--- config.mk ---
export PLATFORM = sky130hd
export DESIGN_NAME = fpmul_apb_sequencer
export DESIGN_NICKNAME = d
export VERILOG_FILES = /design/src/rtl/fpmul_apb_sequencer.sv
export SDC_FILE = /design/constraint.sdc
export NUM_CORES = 1
export LEC_CHECK = 0
export CAP_MARGIN = 20
export CORE_ASPECT_RATIO = 1.5
export CORE_UTILIZATION = 42
export CTS_CLUSTER_DIAMETER = 50
export DETAILED_ROUTE_END_ITERATION = 12
export PLACE_DENSITY_LB_ADDON = 0.3
export RECOVER_POWER = 100
export SLEW_MARGIN = 40
export SYNTH_ARGS = -nofsm -noshare
export SYNTH_HDL_FRONTEND = slang
export SYNTH_SLANG_ARGS = --single-unit
--- constraint.sdc ---
create_clock -name clk -period 5.8 [get_ports clk]
set_clock_uncertainty 0.15 [all_clocks]
set_input_delay 0.87 -clock clk [delete_from_list [all_inputs] [get_ports clk]]
set_output_delay 0.87 -clock clk [all_outputs]
set_load 0.005 [all_outputs]
--- src/rtl/fpmul_apb_sequencer.sv ---
// APB master sequencer sharing one FP multiplier slave between two round-robin requesters.
// Optional pready timeout enabled by defining FPMUL_SEQ_TIMEOUT_EN.
module fpmul_apb_sequencer #(
    parameter logic [31:0] BASE_ADDR      = 32'h0000_0000,
    parameter int unsigned TIMEOUT_CYCLES = 16
) (
    input  logic        clk,
    input  logic        rst,
    input  logic        req0_valid,
    output logic        req0_ready,
    input  logic [31:0] req0_a,
    input  logic [31:0] req0_b,
    input  logic        req1_valid,
    output logic        req1_ready,
    input  logic [31:0] req1_a,
    input  logic [31:0] req1_b,
    output logic        rsp_valid,
    input  logic        rsp_ready,
    output logic        rsp_id,
    output logic [31:0] rsp_data,
    output logic        rsp_err,
    output logic        busy,
    output logic [31:0] paddr,
    output logic        psel,
    output logic        penable,
    output logic        pwrite,
    output logic [31:0] pwdata,
    input  logic        pready,
    input  logic [31:0] prdata
);

    localparam int DATA_W = 32;

    typedef enum logic [1:0] {
        IDLE   = 2'd0,
        SETUP  = 2'd1,
        ACCESS = 2'd2,
        RESP   = 2'd3
    } state_t;

    state_t              state_q;
    logic                rr_last_q;
    logic [1:0]          xfer_q;
    logic [DATA_W-1:0]   b_q;
    logic                id_q;

    logic                psel_q;
    logic                penable_q;
    logic                pwrite_q;
    logic [31:0]         paddr_q;
    logic [DATA_W-1:0]   pwdata_q;
    logic                rsp_valid_q;
    logic                rsp_id_q;
    logic [DATA_W-1:0]   rsp_data_q;

`ifdef FPMUL_SEQ_TIMEOUT_EN
    localparam int TMO_W = (TIMEOUT_CYCLES < 2) ? 1 : $clog2(TIMEOUT_CYCLES + 1);
    localparam logic [TMO_W-1:0] TMO_LAST = TMO_W'(TIMEOUT_CYCLES - 1);
    logic [TMO_W-1:0]    tmo_q;
    logic                rsp_err_q;
`endif

    logic                grant_vld;
    logic                grant_id;

    // xfer 0 -> A, 1 -> B, 2 -> product
    function automatic logic [31:0] xfer_addr(input logic [1:0] x);
        return BASE_ADDR + {28'd0, x, 2'b00};
    endfunction

    // Sole valid requester wins; on contention the one not served last wins.
    always_comb begin
        grant_vld = req0_valid | req1_valid;
        grant_id  = 1'b0;
        if (req0_valid && req1_valid) begin
            grant_id = ~rr_last_q;
        end else begin
            grant_id = req1_valid;
        end
    end

    assign req0_ready = (state_q == IDLE) && grant_vld && !grant_id;
    assign req1_ready = (state_q == IDLE) && grant_vld &&  grant_id;

    always_ff @(posedge clk) begin
        if (rst) begin
            state_q     <= IDLE;
            rr_last_q   <= 1'b1;
            xfer_q      <= 2'd0;
            psel_q      <= 1'b0;
            penable_q   <= 1'b0;
            pwrite_q    <= 1'b0;
            paddr_q     <= '0;
            pwdata_q    <= '0;
            rsp_valid_q <= 1'b0;
            rsp_id_q    <= 1'b0;
            rsp_data_q  <= '0;
`ifdef FPMUL_SEQ_TIMEOUT_EN
            tmo_q       <= '0;
            rsp_err_q   <= 1'b0;
`endif
        end else begin
            unique case (state_q)
                IDLE: begin
                    if (grant_vld) begin
                        // A goes straight into pwdata; only B needs holding for xfer 1
                        b_q       <= grant_id ? req1_b : req0_b;
                        id_q      <= grant_id;
                        rr_last_q <= grant_id;
                        xfer_q    <= 2'd0;
                        psel_q    <= 1'b1;
                        penable_q <= 1'b0;
                        pwrite_q  <= 1'b1;
                        paddr_q   <= xfer_addr(2'd0);
                        pwdata_q  <= grant_id ? req1_a : req0_a;
                        state_q   <= SETUP;
                    end
                end

                SETUP: begin
                    penable_q <= 1'b1;
`ifdef FPMUL_SEQ_TIMEOUT_EN
                    tmo_q     <= '0;
`endif
                    state_q   <= ACCESS;
                end

                ACCESS: begin
                    if (pready) begin
                        if (xfer_q != 2'd2) begin
                            xfer_q    <= xfer_q + 2'd1;
                            penable_q <= 1'b0;
                            paddr_q   <= xfer_addr(xfer_q + 2'd1);
                            pwrite_q  <= (xfer_q == 2'd0);
                            pwdata_q  <= (xfer_q == 2'd0) ? b_q : '0;
                            state_q   <= SETUP;
                        end else begin
                            psel_q      <= 1'b0;
                            penable_q   <= 1'b0;
                            rsp_valid_q <= 1'b1;
                            rsp_id_q    <= id_q;
                            rsp_data_q  <= prdata;
                            state_q     <= RESP;
                        end
                    end
`ifdef FPMUL_SEQ_TIMEOUT_EN
                    else if (tmo_q == TMO_LAST) begin
                        // Abandon the request: skip remaining transfers, flag the error
                        psel_q      <= 1'b0;
                        penable_q   <= 1'b0;
                        rsp_valid_q <= 1'b1;
                        rsp_id_q    <= id_q;
                        rsp_data_q  <= '0;
                        rsp_err_q   <= 1'b1;
                        state_q     <= RESP;
                    end else begin
                        tmo_q <= tmo_q + 1'b1;
                    end
`endif
                end

                RESP: begin
                    if (rsp_ready) begin
                        rsp_valid_q <= 1'b0;
`ifdef FPMUL_SEQ_TIMEOUT_EN
                        rsp_err_q   <= 1'b0;
`endif
                        state_q     <= IDLE;
                    end
                end

                default: begin
                    state_q <= IDLE;
                end
            endcase
        end
    end

    assign psel      = psel_q;
    assign penable   = penable_q;
    assign pwrite    = pwrite_q;
    assign paddr     = paddr_q;
    assign pwdata    = pwdata_q;
    assign rsp_valid = rsp_valid_q;
    assign rsp_id    = rsp_id_q;
    assign rsp_data  = rsp_data_q;
    assign busy      = (state_q != IDLE);

`ifdef FPMUL_SEQ_TIMEOUT_EN
    assign rsp_err   = rsp_err_q;
`else
    assign rsp_err   = 1'b0;
`endif

endmodule
* Yosys cells after proc, flatten, opt, wreduce, memory -nomap -nowiden
Cells that the tools add are included.
** Word-level totals
- Word-level logic and storage cells :: 81
- Bits of input ports :: 166
- Bits in registers :: 139
- Output and inout bits :: 105
** Operators by class
- Mux-type cells :: 35
- $add $sub $neg :: 1
- Eq/ne operators :: 9
- Bitwise operators :: 4
- Reductions and logical operators :: 19
** Operator list (count)
- 2-to-1 mux 32 bit :: 9
- case mux 32 bit (2 select lines) :: 2
- 2-to-1 mux 2 bit :: 7
- != test 2 bit, second input constant :: 6
- AND reduction 3 bit :: 4
- AND reduction 4 bit :: 3
- 2-to-1 mux 1 bit :: 11
- case mux 2 bit (4 select lines) :: 1
- case mux 1 bit (2 select lines) :: 3
- nonzero test 2 bit :: 3
- == test 2 bit, second input constant :: 2
- logical AND 1 bit :: 4
- zero test 2 bit :: 2
- case mux 2 bit (2 select lines) :: 1
- inverter 1 bit :: 3
- case mux 1 bit (3 select lines) :: 1
- nonzero test 3 bit :: 1
- adder 2 x 1 -> 2 bit, second input constant :: 1
- == test 2 x 1 -> 1 bit, second input constant :: 1
- AND reduction 2 bit :: 1
- zero test 1 bit :: 1
- OR 1 bit :: 1

* Depth between registers and ports, before layout
- Word-level depth :: 5
- Depth in mapped cells :: 8
- Gate-level depth less buffers :: 6

* Worst setup path after synthesis
No wires, ideal clock.
- Path type :: input to register
- Start point :: input port req1_valid
- End point :: register b_q[0], enable pin
- Cell stages on the path :: 4
- Library setup time :: 0.423 ns
- Data required time :: 5.227 ns
- Path buffers :: 1
- Data arrival time :: 2.684 ns
- Path slack :: 2.543 ns
- Path through :: nor2_1 or2_1 clkbuf_1 nor2_1
** Between the ends
- Word-level cells in the longest chain between the ends :: 2
** RTL lines
- start: declaration :: line 13 : input logic req1_valid,
- OR 1 bit :: line 73 : grant_vld = req0_valid | req1_valid;
- AND reduction 3 bit (no line)
- end signal: assignment :: line 107 : b_q <= grant_id ? req1_b : req0_b;
- end: declaration :: line 44 : logic [DATA_W-1:0] b_q;
No other way between the ends.
A chain may end at the register's enable or synchronous reset.

* Final worst setup path
- Start point :: input port req1_valid
- End point :: register pwdata_q[6] (netlist: pwdata[6])
** Between the ends
- Word-level cells in the longest chain between the ends :: 5
- Elaborated cells on any way between the ends :: 8
- Those cells by class :: 1 x eq/ne; 4 x mux; 1 x bitwise; 2 x reduce/logical
** RTL lines
- logical AND 1 bit :: line 75 : if (req0_valid && req1_valid) begin
- 2-to-1 mux 1 bit :: line 75
- 2-to-1 mux 32 bit :: line 115 : pwdata_q <= grant_id ? req1_a : req0_a;
- 2-to-1 mux 32 bit :: line 105 : if (grant_vld) begin
- case mux 32 bit (2 select lines) :: line 103 : unique case (state_q)
- end signal: assignment :: line 115
- end signal: assignment :: line 135 : pwdata_q <= (xfer_q == 2'd0) ? b_q : '0;
- end: declaration :: line 51 : logic [DATA_W-1:0] pwdata_q;
Parallel ways exist; a longest one is shown, timed or not. The select of a mux whose other input is x is not followed.

==> results.cfg <==
[synth]
synth_top_flop_cell = dfxtp_1
synth_xor_xnor_area_share_pct = 0
synth-edff-count = 33
synth_compound_area_share_pct = 14.9
synthDistinctLibCells = 30
muxShareOfSynthArea_pct = 0
ys_ff_latch = 107
syn_area_per_cell_um2 = 8.33
syn_inst = 595
synthesis.area_um2 = 4950
yosys.area_share.adder_pct = 0.758
yosys.area_share.simple_pct = 23.8
yosys_warnings = 0
ys_async_sr_fraction_pct = 0
synth_top_family_by_area = simple AND/OR/NAND/NOR gates
yosysSeqAreaShare_pct = 49.9

[job]
maxCapViolCount = 2

[floorplan]
core_area_um2 = 11500
die_area_um2 = 12200
die_w_um = 90.7
io_pins = 271
start_util_pct = 43.2
chipHeight_um = 135
rows = 48

[sta]
worst_slew_pin_slew_ns = 2.46
slew_viol_final = 85
min_period_over_period_pct = 71.6
finalHoldViolCount = 0
period_needed_ns = 4.15
finalSetupViolations = 0
rsz0062_at_grt = no
fmax_ghz = 0.241
finalSetupTns_ns = 0
max_slew_margin_pct = -64.2

[worst_setup_path]
startpoint_type = input port
critPathMaxStageDelay_ns = 1.54
cp_num_buf_inv = 2
critPathMaxFanout = 19
cp_common_cell = nor2_1
cp-end-kind = flop
crit_slowest_cell = o21ai_0
critPathArrivalTime_ns = 4.25
worstPathRequired_ns = 5.90
cp_top_family = compound AO/OA/AOI/OAI gates
worstPathCellList = dlygate4sd3_1 -> nor2_1 -> o21ai_0 -> clkbuf_1 -> nor2_1 -> a311oi_1
path_class = input port to flop

[pwr]
power_frac_comb_pct = 23.1
p_switching_mw = 0.484
switching_share_pct = 26.2
cell_internal_pwr_mw = 1.36
powerDensity_nw_per_um2 = 248
clock_power_share_pct = 30.0
ir_worst_vdd_v = 0.000144
p_leak_nw = 2.99
p_seq_share_pct = 46.9

[cts]
cts_setup_buffers = 0
clock_latency_ns = 0.34
clk_pin_slew_ns = 0.07
cts_resized = 0
cts-buffers-inserted = 9
clockBufferDepth = 2
cts_tree = built
ctsHtreeMaxLevel = 3
cts_hold_buf = 0
cts.sinks = 107
cts_root_buf = clkbuf_16

[detailed_routing]
drc = 0
vias = 4979
viasPerCell = 5.23
detail-route-antenna-nets = 0
post_drt_wl_per_cell_um = 15.5
wl_mm = 14.8
firstDrtPassIters = 7
drt_iter0_markers = 269

[place]
dp.cells = 936
portBuffers = 239
hpwl_mm = 10.5
gp_congestion = 0.803

[layout]
final_nets = 967
fillers = 981
area_growth_pct = 50.5
finalNonFillerCells = 952
final_cell_mix = nand2_1 (169), clkdlybuf4s50_1 (162), dlygate4sd3_1 (76)
final_common_cell = nand2_1
n_antenna_cell = 0
final_layout_size_suffix_gt1_share_pct = 2.87

[outcome]
violations = capacitance limit, slew limit
status = finished with violations

[global_route]
grt_pass1_vias = 4727
track_usage_pct = 23.6
antenna_found_initial = 0
grt_max_degree = 76
grt_overflow = 0
grt_pass1_wl_mm = 23.0

[min_path]
hold_class = flop to flop
[Yosys cell counts, drive strengths merged, types with 2 or more instances]
cell	number	share of area (%)
a21oi	40	4.0
a311oi	32	5.7
a31oi	32	4.0
buf	56	8.1
clkbuf	28	2.1
dfxtp	74	30
edfxtp	33	20
ha	3	0.76
inv	4	0.30
nand2	170	13
nand3	68	6.9
nor2	38	2.9
nor3	2	0.20
o21ai	3	0.53
or2	2	0.25
[power by group through the flow]
| stage | combinational [mW] | sequential, mW | clock [mW] |
|---|---|---|---|
| after CTS | 0.457 | 0.867 | 0.566 |
| after global routing | 0.467 | 0.871 | 0.598 |
| final | 0.427 | 0.865 | 0.554 |
| after floorplan | 0.222 | 0.882 | 0 |
| after detailed placement | 0.454 | 0.883 | 0 |
| after global placement | 0.433 | 0.881 | 0 |
[path summary, 6_finish.rpt]
| check | from | to | slack [ns] | cells past startpoint |
|---|---|---|---|---|
| setup / recovery | req1_valid | pwdata[6]$_SDFFE_PP0P_ | 1.65 | 6 |
| hold / removal | rsp_data[28]$_SDFFE_PP0P_ | rsp_data[28]$_SDFFE_PP0P_ | 0.30 | 2 |
| setup reg to reg | state_q[0]$_SDFFE_PP0P_ | pwdata[6]$_SDFFE_PP0P_ | 2.04 | 5 |
| hold reg to reg | rsp_data[28]$_SDFFE_PP0P_ | rsp_data[28]$_SDFFE_PP0P_ | 0.30 | 2 |
[state kept, by name (all words and copies together) (netlist names)]
register	flops
b_q	32
id_q	1
paddr	2
penable	1
psel	1
pwdata	32
pwrite	1
rr_last_q	1
rsp_data	32
rsp_id	1
rsp_valid	1
state_q	2
[metrics by stage]
| stage | hold WS, ns | cell area, µm² | setup WS [ns] | power [mW] | utilization (%) |
|---|---|---|---|---|---|
| global placement | 0.292 | 7190 | 2.06 | 1.31 | 62.6 |
| finish | 0.301 | 7450 | 1.65 | 1.85 | 65.0 |
| global route | 0.324 | 7450 | 1.33 | 1.94 | 65.0 |
| detailed placement | 0.296 | 7250 | 2.00 | 1.34 | 63.2 |
| CTS | 0.306 | 7520 | 1.99 | 1.89 | 65.5 |
| floorplan | 0.286 | 5070 | 2.54 | 1.10 | - |
[layer usage]
layer / vias up / wire length [µm] / track usage, %
met5: - / 0 / 0
met4: 0 / 547 / 11.6
met3: 35 / 906 / 4.79
met2: 237 / 7950 / 44.4
met1: 2304 / 5370 / 24.8
li1: 2403 / - / -
[cell families (layout without fill, tap and decap cells)]
logic type	Yosys count	after routing
AOI/OAI and AO/OA	111	111
adders and majority gates	3	3
buffers and inverters	88	265
DFF	107	107
other	1	31
and+or+nand+nor	285	285
[worst register-to-register path: stages, from the launching register on]
cell	delay (ns)
dfxtp_1	0.40
or2_0	0.35
o21ai_0	1.59
clkbuf_1	0.79
nor2_1	0.11
a311oi_1	0.28
[layout make-up]
| type | instances | area [µm²] | share of cell area, % |
|---|---|---|---|
| sequential | 107 | 2470 | 33.2 |
| timing repair buffer | 246 | 2440 | 32.7 |
| multi-input combinational | 430 | 2080 | 27.8 |
| clock buffer | 13 | 251 | 3.37 |
| tap | 150 | 188 | 2.52 |
| inverter | 4 | 15.0 | 0.201 |
| clock inverter | 2 | 11.3 | 0.151 |
(Power assumes the default switching activity.)
